[src/rtl/id_operand_stage_if.sv]
// Upstream/downstream handshake bundle of the decode-side operand stage.
// The stage connects through the slave modport, its environment through master.
interface id_operand_stage_if #(
  parameter int XLEN      = 32,
  parameter int AW        = 5,
  parameter int PAYLOAD_W = 64
);
  logic                 in_valid;
  logic                 in_allow_in;
  logic [PAYLOAD_W-1:0] in_payload;
  logic [AW-1:0]        in_rs1;
  logic [AW-1:0]        in_rs2;
  logic                 in_use_rs1;
  logic                 in_use_rs2;
  logic                 in_early;
  logic                 out_valid;
  logic                 out_allow_in;
  logic [PAYLOAD_W-1:0] out_payload;
  logic [XLEN-1:0]      out_op1;
  logic [XLEN-1:0]      out_op2;

  modport slave (
    input  in_valid, in_payload, in_rs1, in_rs2, in_use_rs1, in_use_rs2, in_early,
    input  out_allow_in,
    output in_allow_in, out_valid, out_payload, out_op1, out_op2
  );

  modport master (
    output in_valid, in_payload, in_rs1, in_rs2, in_use_rs1, in_use_rs2, in_early,
    output out_allow_in,
    input  in_allow_in, out_valid, out_payload, out_op1, out_op2
  );
endinterface

[src/rtl/id_operand_stage.sv]
// Operand collection stage between IF and EX: head + skid entry, RF/bypass resolution, flush.
// Define ID_STALL_CNT_EN to build the saturating hazard stall counter; otherwise stall_cnt is 0.
module id_operand_stage #(
  parameter int                 XLEN       = 32,
  parameter int                 AW         = 5,
  parameter int                 PAYLOAD_W  = 64,
  parameter int                 NUM_FWD    = 3,
  parameter logic [NUM_FWD-1:0] EARLY_MASK = {NUM_FWD{1'b0}},
  parameter int                 CNT_W      = 32
) (
  input  logic                    clk,
  input  logic                    rst,
  input  logic                    flush,
  id_operand_stage_if.slave       bus,
  output logic [AW-1:0]           rf_raddr1,
  output logic [AW-1:0]           rf_raddr2,
  input  logic [XLEN-1:0]         rf_rdata1,
  input  logic [XLEN-1:0]         rf_rdata2,
  input  logic [NUM_FWD-1:0]      fwd_addr_valid,
  input  logic [NUM_FWD-1:0]      fwd_data_valid,
  input  logic [NUM_FWD*AW-1:0]   fwd_addr,
  input  logic [NUM_FWD*XLEN-1:0] fwd_data,
  output logic [CNT_W-1:0]        stall_cnt
);

  typedef struct packed {
    logic                 valid;
    logic [PAYLOAD_W-1:0] payload;
    logic [AW-1:0]        rs1;
    logic [AW-1:0]        rs2;
    logic                 use_rs1;
    logic                 use_rs2;
    logic                 early;
  } entry_t;

  entry_t          head_q, skid_q, head_d, skid_d, in_entry;
  logic            allow_q;
  logic            in_xfer, fire, hazard, out_valid;
  logic [XLEN:0]   res1, res2;

  // Returns {hazard, value}; the lowest-index matching bypass source wins.
  function automatic logic [XLEN:0] resolve(
    input logic                    use_op,
    input logic [AW-1:0]           rs,
    input logic [XLEN-1:0]         rf_data,
    input logic                    early,
    input logic [NUM_FWD-1:0]      av,
    input logic [NUM_FWD-1:0]      dv,
    input logic [NUM_FWD*AW-1:0]   fa,
    input logic [NUM_FWD*XLEN-1:0] fd
  );
    logic [XLEN:0] res;
    logic          found;
    res   = {1'b0, rf_data};
    found = 1'b0;
    if (!use_op || rs == '0) begin
      res = '0;
    end else begin
      for (int i = 0; i < NUM_FWD; i++) begin
        if (!found && av[i] && fa[i*AW +: AW] == rs) begin
          found = 1'b1;
          if (!dv[i] || (early && !EARLY_MASK[i]))
            res = {1'b1, {XLEN{1'b0}}};
          else
            res = {1'b0, fd[i*XLEN +: XLEN]};
        end
      end
    end
    return res;
  endfunction

  always_comb begin
    in_entry.valid   = 1'b1;
    in_entry.payload = bus.in_payload;
    in_entry.rs1     = bus.in_rs1;
    in_entry.rs2     = bus.in_rs2;
    in_entry.use_rs1 = bus.in_use_rs1;
    in_entry.use_rs2 = bus.in_use_rs2;
    in_entry.early   = bus.in_early;
  end

  always_comb begin
    res1 = resolve(head_q.use_rs1, head_q.rs1, rf_rdata1, head_q.early,
                   fwd_addr_valid, fwd_data_valid, fwd_addr, fwd_data);
    res2 = resolve(head_q.use_rs2, head_q.rs2, rf_rdata2, head_q.early,
                   fwd_addr_valid, fwd_data_valid, fwd_addr, fwd_data);
  end

  assign hazard    = res1[XLEN] | res2[XLEN];
  assign out_valid = head_q.valid & ~hazard & ~flush;
  assign in_xfer   = bus.in_valid & allow_q;
  assign fire      = out_valid & bus.out_allow_in;

  // Skid only ever fills while head is stalled, so head empty implies skid empty.
  always_comb begin
    head_d = head_q;
    skid_d = skid_q;
    if (flush) begin
      head_d.valid = 1'b0;
      skid_d.valid = 1'b0;
    end else if (fire && skid_q.valid) begin
      head_d = skid_q;
      if (in_xfer)
        skid_d = in_entry;
      else
        skid_d.valid = 1'b0;
    end else if (!head_q.valid || fire) begin
      head_d       = in_entry;
      head_d.valid = in_xfer;
    end else if (in_xfer) begin
      skid_d = in_entry;
    end
  end

  always_ff @(posedge clk) begin
    if (!rst) begin
      head_q.valid <= 1'b0;
      skid_q.valid <= 1'b0;
      allow_q      <= 1'b1;
    end else begin
      head_q  <= head_d;
      skid_q  <= skid_d;
      allow_q <= ~skid_d.valid;
    end
  end

  assign bus.in_allow_in = allow_q;
  assign bus.out_valid   = out_valid;
  assign bus.out_payload = head_q.payload;
  assign bus.out_op1     = res1[XLEN-1:0];
  assign bus.out_op2     = res2[XLEN-1:0];
  assign rf_raddr1       = head_q.rs1;
  assign rf_raddr2       = head_q.rs2;

`ifdef ID_STALL_CNT_EN
  logic [CNT_W-1:0] stall_q;

  always_ff @(posedge clk) begin
    if (!rst)
      stall_q <= '0;
    else if (head_q.valid && hazard && !flush && stall_q != {CNT_W{1'b1}})
      stall_q <= stall_q + {{(CNT_W-1){1'b0}}, 1'b1};
  end

  assign stall_cnt = stall_q;
`else
  assign stall_cnt = '0;
`endif

endmodule

[src/flat_wrapper.sv]
// flat-port wrapper written by rule: the top's interface ports become plain ports
module id_operand_stage_flat 
#(
  parameter int                 XLEN       = 32,
  parameter int                 AW         = 5,
  parameter int                 PAYLOAD_W  = 64,
  parameter int                 NUM_FWD    = 3,
  parameter logic [NUM_FWD-1:0] EARLY_MASK = {NUM_FWD{1'b0}},
  parameter int                 CNT_W      = 32
)
  (clk, rst, flush, rf_raddr1, rf_raddr2, rf_rdata1, rf_rdata2, fwd_addr_valid, fwd_data_valid, fwd_addr, fwd_data, stall_cnt, bus_in_valid, bus_in_payload, bus_in_rs1, bus_in_rs2, bus_in_use_rs1, bus_in_use_rs2, bus_in_early, bus_out_allow_in, bus_in_allow_in, bus_out_valid, bus_out_payload, bus_out_op1, bus_out_op2);
  id_operand_stage_if #(.XLEN(XLEN), .AW(AW), .PAYLOAD_W(PAYLOAD_W)) bus_i ();
  input  logic clk;
  input  logic rst;
  input  logic flush;
  output logic [AW-1:0] rf_raddr1;
  output logic [AW-1:0] rf_raddr2;
  input  logic [XLEN-1:0] rf_rdata1;
  input  logic [XLEN-1:0] rf_rdata2;
  input  logic [NUM_FWD-1:0] fwd_addr_valid;
  input  logic [NUM_FWD-1:0] fwd_data_valid;
  input  logic [NUM_FWD*AW-1:0] fwd_addr;
  input  logic [NUM_FWD*XLEN-1:0] fwd_data;
  output logic [CNT_W-1:0] stall_cnt;
  input wire logic [$bits(bus_i.in_valid)-1:0] bus_in_valid;
  input wire logic [$bits(bus_i.in_payload)-1:0] bus_in_payload;
  input wire logic [$bits(bus_i.in_rs1)-1:0] bus_in_rs1;
  input wire logic [$bits(bus_i.in_rs2)-1:0] bus_in_rs2;
  input wire logic [$bits(bus_i.in_use_rs1)-1:0] bus_in_use_rs1;
  input wire logic [$bits(bus_i.in_use_rs2)-1:0] bus_in_use_rs2;
  input wire logic [$bits(bus_i.in_early)-1:0] bus_in_early;
  input wire logic [$bits(bus_i.out_allow_in)-1:0] bus_out_allow_in;
  output wire logic [$bits(bus_i.in_allow_in)-1:0] bus_in_allow_in;
  output wire logic [$bits(bus_i.out_valid)-1:0] bus_out_valid;
  output wire logic [$bits(bus_i.out_payload)-1:0] bus_out_payload;
  output wire logic [$bits(bus_i.out_op1)-1:0] bus_out_op1;
  output wire logic [$bits(bus_i.out_op2)-1:0] bus_out_op2;
  assign bus_i.in_valid = bus_in_valid;
  assign bus_i.in_payload = bus_in_payload;
  assign bus_i.in_rs1 = bus_in_rs1;
  assign bus_i.in_rs2 = bus_in_rs2;
  assign bus_i.in_use_rs1 = bus_in_use_rs1;
  assign bus_i.in_use_rs2 = bus_in_use_rs2;
  assign bus_i.in_early = bus_in_early;
  assign bus_i.out_allow_in = bus_out_allow_in;
  assign bus_in_allow_in = bus_i.in_allow_in;
  assign bus_out_valid = bus_i.out_valid;
  assign bus_out_payload = bus_i.out_payload;
  assign bus_out_op1 = bus_i.out_op1;
  assign bus_out_op2 = bus_i.out_op2;
  id_operand_stage #(.XLEN(XLEN), .AW(AW), .PAYLOAD_W(PAYLOAD_W), .NUM_FWD(NUM_FWD), .EARLY_MASK(EARLY_MASK), .CNT_W(CNT_W)) u_core (.clk(clk), .rst(rst), .flush(flush), .bus(bus_i), .rf_raddr1(rf_raddr1), .rf_raddr2(rf_raddr2), .rf_rdata1(rf_rdata1), .rf_rdata2(rf_rdata2), .fwd_addr_valid(fwd_addr_valid), .fwd_data_valid(fwd_data_valid), .fwd_addr(fwd_addr), .fwd_data(fwd_data), .stall_cnt(stall_cnt));
endmodule
[config.mk]
export PLATFORM = sky130hd
export DESIGN_NAME = id_operand_stage_flat
export DESIGN_NICKNAME = d
export VERILOG_FILES = /design/src/rtl/id_operand_stage_if.sv /design/src/rtl/id_operand_stage.sv /design/src/flat_wrapper.sv
export SDC_FILE = /design/constraint.sdc
export NUM_CORES = 1
export LEC_CHECK = 0
export CAP_MARGIN = 25
export CELL_PAD_IN_SITES_DETAIL_PLACEMENT = 0
export CELL_PAD_IN_SITES_GLOBAL_PLACEMENT = 2
export CORE_UTILIZATION = 26
export CTS_CLUSTER_DIAMETER = 150
export DETAILED_ROUTE_END_ITERATION = 16
export PLACE_DENSITY = 0.86
export SLEW_MARGIN = 25
export SYNTH_ARGS = -nofsm -noshare
export SYNTH_HDL_FRONTEND = slang
export SYNTH_SLANG_ARGS = --single-unit
[constraint.sdc]
create_clock -name clk -period 10.8 [get_ports clk]
set_input_delay 2.16 -clock clk [delete_from_list [all_inputs] [get_ports clk]]
set_output_delay 2.16 -clock clk [all_outputs]
set_load 0.005 [all_outputs]
==> impl_metrics.tcl <==
set metrics [dict create \
    outcome "finished clean" \
    wire_per_inst_um 21.0 \
    r2r_start "u_core.rf_raddr2[1]" \
    grt_pass1_wl_mm 53.6 \
    syn_to_final_growth_pct 43.5 \
    dp_cells 1740 \
    first_pass_iters 7 \
    rows 71 \
    path_cells "clkdlybuf4s50_1, xor2_1, nor4_1, nand3_2, buf_4, nand3b_1, buf_4, a21oi_1, nor2_1, clkdlybuf4s50_1" \
    leakage_nw 5.13 \
    initial_utilization 0.267 \
    synth.yosys.warnings 0 \
    final-instance-count-excl-fill 1773 \
    synth_enable_flop_cells 154 \
    drt-total-wl_mm 37.3 \
    endpoint "bus_out_op1[30]" \
    setup.worst_path.start_class "input port" \
    vias 8456 \
    cts_made_buffers 17 \
    reg2reg_depth 7 \
    place.gp.congestion 0.838 \
    root_buffer "clkbuf_16" \
    cpPeakStageDelay_ps 740 \
    async_flop_share 0 \
    r2r-end "u_core.bus.out_payload[29]" \
    antenna_found_initial 5 \
    final_nets 1511 \
    critical_path_class "in2out" \
    synthFlopType "edfxtp_1" \
    tritoncts "yes" \
    post_cts_buffers 0 \
    drv_slew 0 \
    grt_max_degree 78 \
    syn_inst 968 \
    maxSlewHeadroom 0.290 \
    clock_latency_ps 420 \
    cts.sinks 157 \
    pin_count 435 \
    grt_util_all_layers 0.180 \
    ys_types 48 \
    htreeDepth 4 \
    fp.dieH_um 199 \
    rsz0062_at_grt "false" \
    hold_viol 0 \
    tns_ps 0 \
    drt_first_iter_violations 461 \
    vias_per_cell 4.77 \
    die-area_um2 39800 \
    vdd_ir_drop_max_v 0.000126 \
    cts_hold_buffers 0 \
    critical_path.max_fanout 39 \
    startpoint "fwd_addr[3]" \
    fp.dieW_um 199 \
    reg2reg_slack_ps 6240 \
    place_hpwl_mm 26.8 \
    post-route-util 0.382 \
    cp-end-kind "output port" \
    clk_path_buf_depth 2 \
    drtAntennaViolNets 0 \
    worstMarginPinSlew_ps 1060 \
    overflow 0 \
    first_global_vias 8449 \
    drc_errors 0 \
    min_period_over_period 0.754 \
    fin_skew_ps 7.81 \
    port_buffers 402 \
    avgSynthCellArea_um2 10.5 \
    yosysSeqAreaShare 0.462 \
    power.density_nw_per_um2 108 \
    synth_area_um2 10100 \
    period_needed_ps 8150 \
    worstHoldPathType "reg2reg" \
    path_clk_slew_ps 60 \
    ys_seq_elements 157 \
    drive_gt1_frac 0.0888 \
    required_ps 8640 \
    coreArea_um2 38000 \
    arrival_ps 5990 \
    p_total_mw 1.57 \
    crit_slowest_cell "nand3_2" \
    setup_viol 0 \
    cts.repair.resized 0 \
    fmax_ghz 0.123 \
    max-cap-violations 0 \
]
==> synthesized netlist by cell type (6+ instances only) <==
library cell,n,area [um^2]
a21boi_0,74,556
xor2_1,24,210
a211oi_1,31,233
a21oi_1,72,360
o21ai_0,31,155
clkbuf_1,66,248
mux2i_1,32,320
mux2_1,30,338
nor2_1,64,240
buf_4,110,826
edfxtp_1,154,4620
mux2_2,47,529
nand3_1,6,30.0
o221ai_1,31,272
nand2_1,67,251
xnor2_1,6,52.6
a31oi_1,31,194
and2_1,33,206
==> per-stage QoR <==
step,hold WS [ps],worst slack (ps),instance area [um^2]
after global routing,548,2320,14500
after CTS,539,2600,14500
after global placement,512,2610,14000
after detailed placement,523,2630,14000
after floorplan,484,1090,10200
final,530,2650,14500
==> placed cells by master (no fill, tap or decap), drive strengths merged, types with 24 or more instances in the layout <==
master | synthesis | final
a21oi | 72 | 72
nand2 | 67 | 67
mux2i | 32 | 32
nor2 | 64 | 64
mux2 | 77 | 77
a31oi | 31 | 31
xor2 | 24 | 24
clkdlybuf4s50 | 0 | 402
edfxtp | 154 | 154
conb | 1 | 32
and2 | 33 | 33
a21boi | 78 | 78
a211oi | 31 | 31
o221ai | 31 | 31
o21ai | 32 | 32
==> per-layer routing <==
layer	share of wire	track usage	vias up
met5	0.00035	0	-
met4	0.011	0.0365	2
met3	0.10	0.0579	28
met2	0.47	0.300	368
met1	0.42	0.227	4058
li1	-	-	4000
==> worst min path at each step <==
stage	startpoint	endpoint	slack [ps]	cells past startpoint
after floorplan	u_core.bus.in_allow_in	u_core.head_q[77]	480	2
after global placement	u_core.skid_q[71]	u_core.bus.out_payload[58]	510	1
after detailed placement	u_core.skid_q[65]	u_core.bus.out_payload[52]	520	1
after global routing	u_core.skid_q[76]	u_core.bus.out_payload[63]	550	1
after CTS	u_core.skid_q[58]	u_core.bus.out_payload[45]	540	1
final	u_core.skid_q[58]	u_core.bus.out_payload[45]	530	1
==> layout make-up <==
| cell class | count | area [um^2] |
|---|---|---|
| fillers | 3829 | 23500 |
| flip-flops and latches | 157 | 4680 |
| multi-input cells | 650 | 4480 |
| repair buffers | 418 | 4150 |
| well taps | 511 | 639 |
| clock buffers | 18 | 429 |
| clock inverters | 14 | 143 |
| inverters | 4 | 15.0 |
| diodes | 1 | 2.50 |
==> kinds of logic after synthesis <==
logic type      Yosys count  synth area share
compound gates          287             0.191
simple gates            192            0.0868
buf+inv                 192             0.117
flops                   157             0.462
mux                     109             0.117
xor+xnor                 30            0.0259
other cells               1          0.000370
==> power breakdown <==
part           switching (mW)  total, mW  internal (mW)  leakage, nW
Combinational           0.115      0.289          0.173         3.26
Sequential            0.00951      0.692          0.683         1.60
Clock                   0.248      0.588          0.340        0.267
Total                   0.373       1.57           1.20         5.13
==> flip-flops by register name, summed over array words and instances, names as in the netlist <==
name,cells
u_core.bus.in_allow_in,1
u_core.skid_q,78
u_core.bus.out_payload,64
u_core.head_q,4
u_core.rf_raddr2,5
u_core.rf_raddr1,5
==> worst max-delay path: cells and delay by family <==
| kind | cells | cell delay, ps |
|---|---|---|
| buf+inv | 4 | 1870 |
| xor+xnor | 1 | 170 |
| simple gates | 4 | 1670 |
| compound gates | 1 | 70 |
No activity file was read; power rests on OpenSTA's default activity.
